$ cat config.mk
export PLATFORM = sky130hd
export DESIGN_NAME = echo_delay_scheduler_flat
export DESIGN_NICKNAME = d
export VERILOG_FILES = /design/src/rtl/echo_delay_scheduler_if.sv /design/src/rtl/echo_delay_scheduler.sv /design/src/flat_wrapper.sv
export SDC_FILE = /design/constraint.sdc
export NUM_CORES = 1
export LEC_CHECK = 0
export ABC_CLOCK_PERIOD_IN_PS = 2600
export BUFFER_PORTS_ARGS = -buffer_cell sky130_fd_sc_hd__buf_2
export CORE_ASPECT_RATIO = 0.9
export CORE_MARGIN = 2
export CORE_UTILIZATION = 40
export DETAILED_ROUTE_END_ITERATION = 6
export PLACE_DENSITY = 0.7
export SLEW_MARGIN = 40
export SYNTH_ARGS = -nofsm -noshare
export SYNTH_HDL_FRONTEND = slang
export SYNTH_SLANG_ARGS = --single-unit
$ cat constraint.sdc
create_clock -name clk -period 2.6 [get_ports clk]
set_clock_uncertainty 0.2 [all_clocks]
set_input_delay 0.13 -clock clk [delete_from_list [all_inputs] [get_ports clk]]
set_output_delay 0.13 -clock clk [all_outputs]
set_load 0.02 [all_outputs]
$ cat src/rtl/echo_delay_scheduler_if.sv
// Codec handshake and delay-line RAM port bundle for echo_delay_scheduler.
// master = scheduler side, slave = codec core / RAM side.
interface echo_delay_scheduler_if #(
  parameter int unsigned DATA_WIDTH = 24,
  parameter int unsigned PRECISION  = 8,
  parameter int unsigned PTR_WIDTH  = 15
);
  logic                  read_ready;
  logic                  write_ready;
  logic [DATA_WIDTH-1:0] readdata_left;
  logic [DATA_WIDTH-1:0] readdata_right;
  logic                  read;
  logic                  write;
  logic [DATA_WIDTH-1:0] writedata_left;
  logic [DATA_WIDTH-1:0] writedata_right;
  logic [PTR_WIDTH:0]    mem_addr;
  logic                  mem_wren;
  logic [PRECISION-1:0]  mem_wdata;
  logic [PRECISION-1:0]  mem_rdata;
  logic                  busy;

  modport master (
    input  read_ready, write_ready, readdata_left, readdata_right, mem_rdata,
    output read, write, writedata_left, writedata_right,
           mem_addr, mem_wren, mem_wdata, busy
  );

  modport slave (
    output read_ready, write_ready, readdata_left, readdata_right, mem_rdata,
    input  read, write, writedata_left, writedata_right,
           mem_addr, mem_wren, mem_wdata, busy
  );
endinterface

$ cat src/rtl/echo_delay_scheduler.sv
// Stereo echo controller: decimates codec samples, sequences a shared single-port
// delay-line RAM (L/R read-before-write per slot) and mixes live/2 + echo.
module echo_delay_scheduler #(
  parameter int unsigned DATA_WIDTH = 24,
  parameter int unsigned PRECISION  = 8,
  parameter int unsigned SKIP_RATE  = 4,
  parameter int unsigned DEPTH      = 24000,
  parameter int unsigned PTR_WIDTH  = 15
) (
  input  logic                   clk,
  input  logic                   reset_n,
  echo_delay_scheduler_if.master bus
);
  localparam int unsigned          SHIFT    = DATA_WIDTH - PRECISION;
  localparam logic [PTR_WIDTH-1:0] LAST_PTR = PTR_WIDTH'(DEPTH - 1);
  localparam logic [3:0]           LAST_DEC = 4'(SKIP_RATE - 1);

  typedef enum logic [2:0] {CLEAR, IDLE, RD_L, RD_R, WR_L, WR_R, MIX} state_e;

  state_e                state_q, state_d;
  logic [PTR_WIDTH-1:0]  ptr_q, ptr_d;
  logic                  clr_ch_q, clr_ch_d;
  logic [3:0]            dec_cnt_q, dec_cnt_d;
  logic [DATA_WIDTH-1:0] smp_l_q, smp_l_d, smp_r_q, smp_r_d;
  logic [DATA_WIDTH-1:0] echo_l_q, echo_l_d, echo_r_q, echo_r_d;
  logic [DATA_WIDTH-1:0] wd_l_q, wd_l_d, wd_r_q, wd_r_d;
  logic                  out_pending_q, out_pending_d;
  logic [PTR_WIDTH:0]    mem_addr_q, mem_addr_d;
  logic                  mem_wren_q, mem_wren_d;
  logic [PRECISION-1:0]  mem_wdata_q, mem_wdata_d;
  logic signed [DATA_WIDTH-1:0] half_l, half_r;
  logic                  rd_hs, wr_hs;

  assign rd_hs  = (state_q == IDLE) && bus.read_ready && !out_pending_q;
  assign wr_hs  = bus.write_ready && out_pending_q;
  assign half_l = $signed(smp_l_q) >>> 1;
  assign half_r = $signed(smp_r_q) >>> 1;

  always_comb begin
    state_d       = state_q;
    ptr_d         = ptr_q;
    clr_ch_d      = clr_ch_q;
    dec_cnt_d     = dec_cnt_q;
    smp_l_d       = smp_l_q;
    smp_r_d       = smp_r_q;
    echo_l_d      = echo_l_q;
    echo_r_d      = echo_r_q;
    wd_l_d        = wd_l_q;
    wd_r_d        = wd_r_q;
    out_pending_d = out_pending_q;
    if (wr_hs) out_pending_d = 1'b0;

    unique case (state_q)
      CLEAR: begin
        // RAM port is registered: the first CLEAR cycle after reset only loads
        // the L0 write; the walk advances once a write is actually on the bus.
        if (mem_wren_q) begin
          if (clr_ch_q && (ptr_q == LAST_PTR)) begin
            state_d  = IDLE;
            ptr_d    = '0;
            clr_ch_d = 1'b0;
          end else begin
            clr_ch_d = !clr_ch_q;
            if (clr_ch_q) ptr_d = ptr_q + 1'b1;
          end
        end
      end
      IDLE: begin
        if (rd_hs) begin
          smp_l_d = bus.readdata_left;
          smp_r_d = bus.readdata_right;
          if (dec_cnt_q == LAST_DEC) begin
            dec_cnt_d = '0;
            state_d   = RD_L;
          end else begin
            dec_cnt_d = dec_cnt_q + 1'b1;
            state_d   = MIX;
          end
        end
      end
      RD_L: state_d = RD_R;
      RD_R: begin
        echo_l_d = DATA_WIDTH'(bus.mem_rdata) << SHIFT;
        state_d  = WR_L;
      end
      WR_L: begin
        echo_r_d = DATA_WIDTH'(bus.mem_rdata) << SHIFT;
        state_d  = WR_R;
      end
      WR_R: begin
        ptr_d   = (ptr_q == LAST_PTR) ? '0 : ptr_q + 1'b1;
        state_d = MIX;
      end
      MIX: begin
        wd_l_d        = echo_l_q + $unsigned(half_l);
        wd_r_d        = echo_r_q + $unsigned(half_r);
        out_pending_d = 1'b1;
        state_d       = IDLE;
      end
      default: state_d = CLEAR;
    endcase
  end

  // RAM outputs are registered from the state being entered, so they line up
  // with state_q and read data returns in the following state.
  always_comb begin
    mem_addr_d  = '0;
    mem_wren_d  = 1'b0;
    mem_wdata_d = '0;
    unique case (state_d)
      CLEAR: begin
        mem_addr_d = {clr_ch_d, ptr_d};
        mem_wren_d = 1'b1;
      end
      RD_L: mem_addr_d = {1'b0, ptr_d};
      RD_R: mem_addr_d = {1'b1, ptr_d};
      WR_L: begin
        mem_addr_d  = {1'b0, ptr_d};
        mem_wren_d  = 1'b1;
        mem_wdata_d = smp_l_d[DATA_WIDTH-1 -: PRECISION];
      end
      WR_R: begin
        mem_addr_d  = {1'b1, ptr_d};
        mem_wren_d  = 1'b1;
        mem_wdata_d = smp_r_d[DATA_WIDTH-1 -: PRECISION];
      end
      default: ;
    endcase
  end

  always_ff @(posedge clk or negedge reset_n) begin
    if (!reset_n) begin
      state_q       <= CLEAR;
      ptr_q         <= '0;
      clr_ch_q      <= 1'b0;
      dec_cnt_q     <= '0;
      smp_l_q       <= '0;
      smp_r_q       <= '0;
      echo_l_q      <= '0;
      echo_r_q      <= '0;
      wd_l_q        <= '0;
      wd_r_q        <= '0;
      out_pending_q <= 1'b0;
      mem_addr_q    <= '0;
      mem_wren_q    <= 1'b0;
      mem_wdata_q   <= '0;
    end else begin
      state_q       <= state_d;
      ptr_q         <= ptr_d;
      clr_ch_q      <= clr_ch_d;
      dec_cnt_q     <= dec_cnt_d;
      smp_l_q       <= smp_l_d;
      smp_r_q       <= smp_r_d;
      echo_l_q      <= echo_l_d;
      echo_r_q      <= echo_r_d;
      wd_l_q        <= wd_l_d;
      wd_r_q        <= wd_r_d;
      out_pending_q <= out_pending_d;
      mem_addr_q    <= mem_addr_d;
      mem_wren_q    <= mem_wren_d;
      mem_wdata_q   <= mem_wdata_d;
    end
  end

  assign bus.read            = rd_hs;
  assign bus.write           = wr_hs;
  assign bus.writedata_left  = wd_l_q;
  assign bus.writedata_right = wd_r_q;
  assign bus.mem_addr        = mem_addr_q;
  assign bus.mem_wren        = mem_wren_q;
  assign bus.mem_wdata       = mem_wdata_q;
  assign bus.busy            = (state_q != IDLE);
endmodule

$ cat src/flat_wrapper.sv
// flat-port wrapper written by rule: the top's interface ports become plain ports
module echo_delay_scheduler_flat 
#(
  parameter int unsigned DATA_WIDTH = 24,
  parameter int unsigned PRECISION  = 8,
  parameter int unsigned SKIP_RATE  = 4,
  parameter int unsigned DEPTH      = 24000,
  parameter int unsigned PTR_WIDTH  = 15
)
  (clk, reset_n, bus_read_ready, bus_write_ready, bus_readdata_left, bus_readdata_right, bus_mem_rdata, bus_read, bus_write, bus_writedata_left, bus_writedata_right, bus_mem_addr, bus_mem_wren, bus_mem_wdata, bus_busy);
  echo_delay_scheduler_if #(.DATA_WIDTH(DATA_WIDTH), .PRECISION(PRECISION), .PTR_WIDTH(PTR_WIDTH)) bus_i ();
  input  logic clk;
  input  logic reset_n;
  input wire logic [$bits(bus_i.read_ready)-1:0] bus_read_ready;
  input wire logic [$bits(bus_i.write_ready)-1:0] bus_write_ready;
  input wire logic [$bits(bus_i.readdata_left)-1:0] bus_readdata_left;
  input wire logic [$bits(bus_i.readdata_right)-1:0] bus_readdata_right;
  input wire logic [$bits(bus_i.mem_rdata)-1:0] bus_mem_rdata;
  output wire logic [$bits(bus_i.read)-1:0] bus_read;
  output wire logic [$bits(bus_i.write)-1:0] bus_write;
  output wire logic [$bits(bus_i.writedata_left)-1:0] bus_writedata_left;
  output wire logic [$bits(bus_i.writedata_right)-1:0] bus_writedata_right;
  output wire logic [$bits(bus_i.mem_addr)-1:0] bus_mem_addr;
  output wire logic [$bits(bus_i.mem_wren)-1:0] bus_mem_wren;
  output wire logic [$bits(bus_i.mem_wdata)-1:0] bus_mem_wdata;
  output wire logic [$bits(bus_i.busy)-1:0] bus_busy;
  assign bus_i.read_ready = bus_read_ready;
  assign bus_i.write_ready = bus_write_ready;
  assign bus_i.readdata_left = bus_readdata_left;
  assign bus_i.readdata_right = bus_readdata_right;
  assign bus_i.mem_rdata = bus_mem_rdata;
  assign bus_read = bus_i.read;
  assign bus_write = bus_i.write;
  assign bus_writedata_left = bus_i.writedata_left;
  assign bus_writedata_right = bus_i.writedata_right;
  assign bus_mem_addr = bus_i.mem_addr;
  assign bus_mem_wren = bus_i.mem_wren;
  assign bus_mem_wdata = bus_i.mem_wdata;
  assign bus_busy = bus_i.busy;
  echo_delay_scheduler #(.DATA_WIDTH(DATA_WIDTH), .PRECISION(PRECISION), .SKIP_RATE(SKIP_RATE), .DEPTH(DEPTH), .PTR_WIDTH(PTR_WIDTH)) u_core (.clk(clk), .reset_n(reset_n), .bus(bus_i));
endmodule
==> impl_summary.txt, run 1 <==
----------------------------------------------------
[Floorplanning]
  IO Count ... ~140
  Initial cell density of the core ... between 40% and 50%
  Die Outline Area ... between 15000 and 20000 um^2
  Site Rows ... 45
  Die height ... roughly 130 um
  Placeable core area ... approximately 17000 um^2
  Horizontal extent of the die ... 142 um

[STA]
  Number of slew-limit violations in the final report ... 0
  Max Clk Rate ... around 420 MHz
  Least-Margin Pin Slew ... ~0.69 ns
  Number of hold violations in the final report ... 0
  Period utilisation layout ... between 90% and 100%
  RSZ-0062 raised after global routing ... false
  Worst Setup Slack, final ... around 0.25 ns
  Total negative slack for setup checks ... 0 ns
  Worst rel slew slack ... a little over half
  Minimum clock period after layout ... roughly 2.4 ns
  Total of endpoints with negative setup slack in the final report ... 0

[Global route]
  Wire length of the first global-routing pass ... around 26 mm
  Grt ovf ... 0
  M3 GR Usage ... about 4.4%
  Number of global-route vias before repair ... ~5200
  Met2 capacity usage during global routing ... a little under a third
  M1 GR Usage ... between 20% and 30%
  Most congested layer reported by global routing ... met2
  Overall track demand over capacity in global routing ... 18.6%
  Largest net degree at the start of global routing ... ~100
  Antenna violations before repair ... 0

[Synthesis]
  Fraction of the yosys area taken by sequential cells ... 57.9%
  Count of flip-flops with a built-in enable after synthesis ... 0
  Ys Warns ... 0
  Netlist area before placement ... between 6000 and 7000 um^2
  Number of flip-flops and latches in the synthesized netlist ... between 150 and 200
  Most common flop cell mapped by yosys ... sky130_fd_sc_hd__dfrtp_1
  Post-synth ARST share ... 100%
  Most common cell in the synthesized netlist ... sky130_fd_sc_hd__nand2_1
  Synth top cells by count ... sky130_fd_sc_hd__nand2_1 (194), sky130_fd_sc_hd__dfrtp_1 (159), sky130_fd_sc_hd__mux2_2 (42), sky130_fd_sc_hd__o21ai_0 (34), sky130_fd_sc_hd__ha_1 (16)
  Synth cell types ... 58
  Post-synth top area cell ... sky130_fd_sc_hd__dfrtp_1
  Average cell area after synthesis ... 10.7 um^2
  Post-synth net total ... roughly 720
  Ranking of synthesized cells by area ... sky130_fd_sc_hd__dfrtp_1 (58%), sky130_fd_sc_hd__nand2_1 (11%), sky130_fd_sc_hd__mux2_2 (6.9%)
  Number of instances in the synthesized netlist ... 643
  Portion of synthesized cell area occupied by the leading cell type ... around 58%

[Status]
  Result of the run ... finished, final reports clean

[Place]
  Final weighted congestion in routability-driven placement ... 0.843
  Placed cell count ... 973
  Placement-stage cell area ... ~7800 um^2
  Number of buffers inserted by port buffering ... about 130
  DP Worst Slack ... between 0.3 and 0.4 ns
  Half-perimeter wire length after placement ... 10.5 mm

[Layout]
  Fin nets ... just over 900
  Antenna diode instance count ... 0
  Proportion of layout cells with a drive suffix above 1 ... a little over a quarter
  Area Overhead vs Synth ... 31.1%
  Number of cells in the finished layout apart from fillers ... about 1100
  Multi-input combinational cell area ... ~2700 um^2
  Cell area after layout ... 9010 um^2
  FF+latch area ... slightly below 4000 um^2
  Number of fill cells ... around 1500

[Critical path]
  Slowest cell on crit path ... sky130_fd_sc_hd__dfrtp_1
  Element type at the critical path start ... flip-flop
  Required time of the critical path ... ~2.3 ns
  Nature of the critical path endpoint ... primary output
  Cells along the critical path ... nor2_1, nand3_2, inv_2, buf_6, buf_2
  Critical path class ... flip-flop to primary output
  Data arrival at the endpoint of the critical path ... approximately 2.0 ns
  Peak fanout along the critical path ... 36
  Slowest cell delay on critical path ... 0.51 ns

[Drt]
  Number of iterations in the first detailed-routing pass ... 4
  DRC violation count after routing ... 0
  Overall via count from detail_route ... roughly 5200
  DR vias/cell ... just under 5
  Routed wire length ... around 16 mm
  Routed wire length per instance ... roughly 15 um
  Iteration-0 DRC Markers ... 317
  Remaining antenna violation count after routing ... 0

[Power]
  Sw Ratio ... 21.2%
  Sequential Power Share ... 47.4%
  Internal cell power ... a little over 4000 uW
  Fraction of power consumed by combinational cells ... ~3.4%
  Total power divided by cell area ... 579 nW/um^2
  Largest vdd supply drop ... about 0.51 mV
  Lkg Pwr ... 0.00475 uW
  Switching power ... roughly 1100 uW
  Clk network pwr share ... approximately 50%

[Clock tree]
  Clock insertion delay at the later pin of the skew report ... around 0.42 ns
  Deepest clock path buffer count ... 2
  Number of buffers created by CTS ... 17
  Clock tree from TritonCTS ... built
  CTS HTree Levels ... 4
  Clock edge transition at the registers on the reported setup and hold paths ... 0.06 ns
  Sinks on the clock net ... about 160
  Clock tree root buffer cell ... sky130_fd_sc_hd__clkbuf_16
  Number of post-CTS setup repair buffers ... 0

[Hold path]
  Min-delay worst type ... primary input to asynchronous set/reset pin

[Run]
  Max-cap viol count ... 0

----------------------------------------------------
==> final cells by class <==
type	instances	share of cell area (%)
sequential	159	44.2
multi-input combinational	445	30.4
timing repair buffer	204	15.3
clock buffer	20	4.96
tap	211	2.93
clock inverter	12	1.76
inverter	12	0.500
==> routing by layer <==
| metal | up-vias | routed length [um] |
|---|---|---|
| met3 | 11 | 746 |
| met2 | 124 | 7890 |
| met1 | 2511 | 7570 |
| li1 | 2584 | - |
| met4 | 0 | 172 |
| met5 | - | 0 |
==> stage by stage <==
step | power (uW) | util [%] | hold WS, ns
5_1_grt | 5410 | 53.5 | 0.0730
3_3_place_gp | 2630 | 46.4 | -0.151
3_5_place_dp | 2630 | 46.4 | -0.153
2_1_floorplan | 2520 | - | -0.366
4_1_cts | 5270 | 53.5 | 0.0497
6_report | 5220 | 53.5 | 0.0464
==> path summary, 6_finish.rpt <==
kind | depth (start not counted) | end | from | slack [ns]
max reg2reg | 7 | u_core.bus.mem_addr[11] | u_core.ptr_q[0] | 0.31
min | 3 | u_core.bus.writedata_left[22] | reset_n | 0.05
max | 5 | bus_read | u_core.state_q[2] | 0.25
min in group clk | 4 | u_core.smp_l_q[4] | bus_readdata_left[4] | 0.22
max in group asynchronous | 3 | u_core.bus.writedata_right[22] | reset_n | 1.62
min reg2reg | 2 | u_core.bus.writedata_right[19] | u_core.bus.writedata_right[19] | 0.27
==> power by group through the flow <==
stage                     logic (uW)  registers (uW)  clock network [uW]
after floorplan                 2.96            2520                   0
after detailed placement         106            2520                   0
after global routing             196            2470                2740
after global placement           107            2520                   0
after CTS                        178            2470                2610
final                            177            2470                2570
==> critical path, delay by kind of cell, from the launching register on <==
kind / cells / cell delay, ns
buf+inv: 3 / 0.60
flops: 1 / 0.51
simple gates: 2 / 0.48
==> placed cells by master (no fill, tap or decap), drive strengths merged, types with 4 or more instances in the layout <==
master       netlist  final
ha                16     16
nand2            194    194
dlygate4sd3        0     57
xor2               7      7
nor3               7      7
clkinv             0      4
mux2              42     42
xnor2             10     10
nand3             13     13
dfrtp            159    159
o21a               8      8
a22o               9      9
a211oi             4      4
clkbuf            15     20
inv               12     15
o21ai             36     36
nand4              7      7
a21o               5      5
nand2b             4      4
and3               5      5
a31oi              4      4
a21oi             10     10
o31ai              4      4
nor2              13     13
buf               12    147
nor2b             13     13
==> sequential cells by signal, summed over array words and instances (netlist names) <==
register and count:
u_core.bus.mem_addr 16, u_core.bus.mem_wdata 8, u_core.bus.mem_wren 1, u_core.bus.writedata_left 24, u_core.bus.writedata_right 24, u_core.clr_ch_q 1
u_core.dec_cnt_q 4, u_core.echo_l_q 8, u_core.echo_r_q 8, u_core.out_pending_q 1, u_core.ptr_q 15, u_core.smp_l_q 23
u_core.smp_r_q 23, u_core.state_q 3
==> kinds of logic after synthesis <==
family | Yosys count | synth area share (%)
and+or+nand+nor | 272 | 17.8
DFF | 159 | 57.9
AOI/OAI and AO/OA | 96 | 9.38
muxes | 42 | 6.88
buffers and inverters | 39 | 2.31
adders and majority gates | 18 | 3.50
xor gates and xnor gates | 17 | 2.17
==> timing repair <==
item                                    in CTS  in global routing
hold endpoints to repair                   224                  0
hold buffers                                58                  0
endpoints found under the setup margin       0                  1
resized for setup                            0                  1
No activity file was read; power rests on OpenSTA's default activity.
==> run 2, diff against run 1 <==
- ABC_CLOCK_PERIOD_IN_PS: 2600 -> 1920
- PLACE_DENSITY: 0.7 -> 0.72
- clock period: 2.6 -> 1.92 ns (I/O delays scaled with it)
==> run 2 against run 1 <==
Effect of this change: critical endpoint is now u_core.bus.mem_addr[3]; first-iteration DRC count is 19% lower; utilization is 5.4 points higher; combinational power is 42% higher; power is 31% higher; worst setup slack worse by 0.29 ns; the run now ends with setup timing left; global-route usage is 1.5 points higher.
==> impl_summary.txt, run 2 (synthesis gave the netlist of run 1 again) <==
----------------------------------------------------
[Power]
  Total power draw ... 6860 uW (+31%)
  Largest vdd supply drop ... 0.636 mV (+25%)
  Total power divided by cell area ... 692 nW/um^2 (+19%)
  Lkg Pwr ... 0.00521 uW (+9.7%)

[Place]
  Placement-stage cell area ... 8360 um^2 (+7.0%)
  Number of buffers inserted by port buffering ... 133 (unchanged)
  Final weighted congestion in routability-driven placement ... 0.844 (about the same)
  Half-perimeter wire length after placement ... 11.5 mm (+9.6%)

[Floorplanning]
  Initial cell density of the core ... 40.8% (unchanged)
  Die height ... 128 um (unchanged)
  Placeable core area ... 16800 um^2 (unchanged)
  IO Count ... 136 (unchanged)
  Site Rows ... 45 (unchanged)
  Die Outline Area ... 18200 um^2 (unchanged)
  Horizontal extent of the die ... 142 um (unchanged)

[Drt]
  DRC violation count after routing ... 0 (unchanged)
  Routed wire length per instance ... 15.7 um (+2.1%)
  DR vias/cell ... 4.99 (+1.5%)
  Number of iterations in the first detailed-routing pass ... 4 (unchanged)
  Routed wire length ... 17.8 mm (+8.8%)
  Remaining antenna violation count after routing ... 0 (unchanged)
  Iteration-0 DRC Markers ... 258 (-19%)
  Overall via count from detail_route ... 5653 (+8.1%)

[STA]
  Period utilisation layout ... 102%
  Worst Setup Slack, final ... -0.0478 ns (-0.294 ns)
  Final hold slack ... 0.0328 ns (-0.0136 ns)
  Worst rel slew slack ... 75.1% (+21 points)
  Number of hold violations in the final report ... 0 (unchanged)
  Least-Margin Pin Slew ... 0.373 ns (-0.315 ns)
  Number of slew-limit violations in the final report ... 0 (unchanged)
  Minimum clock period after layout ... 1.97 ns
  Max Clk Rate ... a little over 500 MHz
  Total negative slack for setup checks ... -0.131 ns (-0.131 ns)
  Total of endpoints with negative setup slack in the final report ... 4 (+4)
  RSZ-0062 raised after global routing ... true

[Clock tree]
  Deepest clock path buffer count ... 2 (unchanged)
  Clock insertion delay at the later pin of the skew report ... 0.43 ns (about the same)
  Sinks on the clock net ... 159 (unchanged)
  Clock edge transition at the registers on the reported setup and hold paths ... 0.06 ns (about the same)
  CTS HTree Levels ... 4 (unchanged)
  Clock tree from TritonCTS ... built
  Clock tree root buffer cell ... sky130_fd_sc_hd__clkbuf_16
  Number of buffers created by CTS ... 17 (unchanged)

[Layout]
  Fin nets ... 987 (+7.6%)
  Proportion of layout cells with a drive suffix above 1 ... 37.6% (+10 points)
  Area Overhead vs Synth ... 44.4%
  Cell area after layout ... 9920 um^2 (+10%)
  Final core utilization ... 58.9% (+5.4 points)
  Number of fill cells ... 1347 (-7.5%)
  Antenna diode instance count ... 0 (unchanged)
  Most frequent standard cell in the layout excluding fill and tap cells ... sky130_fd_sc_hd__nand2_1
  Commonest cells after routing, fill and taps aside ... sky130_fd_sc_hd__nand2_1 (194), sky130_fd_sc_hd__dfrtp_1 (157), sky130_fd_sc_hd__buf_2 (131)

[Global route]
  Antenna violations before repair ... 0 (unchanged)
  Wire length of the first global-routing pass ... 28.4 mm (+7.9%)
  Overall track demand over capacity in global routing ... 20.0% (+1.5 points)
  Number of global-route vias before repair ... 5605 (+7.1%)
  Largest net degree at the start of global routing ... 63 (-36%)
  Grt ovf ... 0 (unchanged)

[Critical path]
  Slowest cell on crit path ... sky130_fd_sc_hd__or4_4
  Number of buffers and inverters on the critical path ... 0 (-3)
  Critical path class ... flip-flop to flip-flop
  Slack of the worst reg-to-reg path ... -0.05 ns (-0.36 ns)
  Cells along the critical path ... nand4bb_4, or4_4, a22o_1, o2111a_1, nor2b_4
  Kind of cell with the highest combined delay on the critical path ... simple AND/OR/NAND/NOR gates
  Peak fanout along the critical path ... 3 (-92%)
  Element type at the critical path start ... flip-flop
  Slowest cell delay on critical path ... 0.56 ns (+0.05 ns)
  Data arrival at the endpoint of the critical path ... 2.09 ns (+0.07 ns)
  Nature of the critical path endpoint ... flip-flop
  Required time of the critical path ... 2.04 ns (-0.23 ns)

[Status]
  Result of the run ... finished with violations
  Violations in the final reports ... setup timing

[Hold path]
  Min-delay worst type ... primary input to asynchronous set/reset pin

[Run]
  Max-cap viol count ... 0 (unchanged)

----------------------------------------------------
==> run 2: report_power, final <==
group / leakage (uW) / internal [uW] / switching [uW]
clock network: 0.000271 / 1840 / 1420
logic: 0.00280 / 136 / 115
registers: 0.00214 / 3350 / 0.0000000000000408
total: 0.00521 / 5320 / 1540
==> run 2: tightest hold or removal path: stages <==
cell and delay, ns:
sky130_fd_sc_hd__dlygate4sd3_1 0.54, sky130_fd_sc_hd__buf_6 0.16, sky130_fd_sc_hd__buf_12 0.20
==> run 2: through the flow <==
step / cells / setup slack, ns
after floorplan: 643 / -0.0792
after global placement: 1031 / -0.0295
after detailed placement: 1031 / -0.0976
after CTS: 1126 / -0.0674
after global routing: 1132 / -0.131
final: 1132 / -0.0478
==> run 2: layout make-up <==
type,instances,area [um^2],share of cell area (%)
timing repair buffer,274,2060,20.7
tap,211,264,2.66
sequential,159,3980,40.1
clock inverter,13,128,1.29
clock buffer,18,439,4.43
inverter,12,47.5,0.479
multi-input combinational,445,3010,30.3
==> run 2: what timing repair did <==
action	CTS	global route
setup buffers	5	5
hold endpoints to repair	224	0
setup endpoints to repair	20	62
hold buffers	58	0
gates cloned	1	1
pin swaps	9	17
resized for setup	21	49
==> run 2: layer usage <==
layer  up-vias  track usage, %  part of all wire, %
met1      2768            25.6                   44
met4         0            7.12                  2.2
li1       2731               -                    -
met5         -               0                    0
met2       129            33.3                   49
met3        25            5.10                  4.6
==> run 2: path summary, 6_finish.rpt <==
| check | startpoint | endpoint | cells after the start |
|---|---|---|---|
| max | u_core.ptr_q[9] | u_core.bus.mem_addr[3] | 5 |
| min | reset_n | u_core.bus.writedata_left[19] | 3 |
| max reg2reg | u_core.ptr_q[9] | u_core.bus.mem_addr[3] | 5 |
| min reg2reg | u_core.smp_r_q[9] | u_core.smp_r_q[9] | 2 |
| max in group asynchronous | reset_n | u_core.bus.writedata_left[11] | 3 |
| min in group clk | bus_readdata_right[13] | u_core.smp_r_q[13] | 4 |
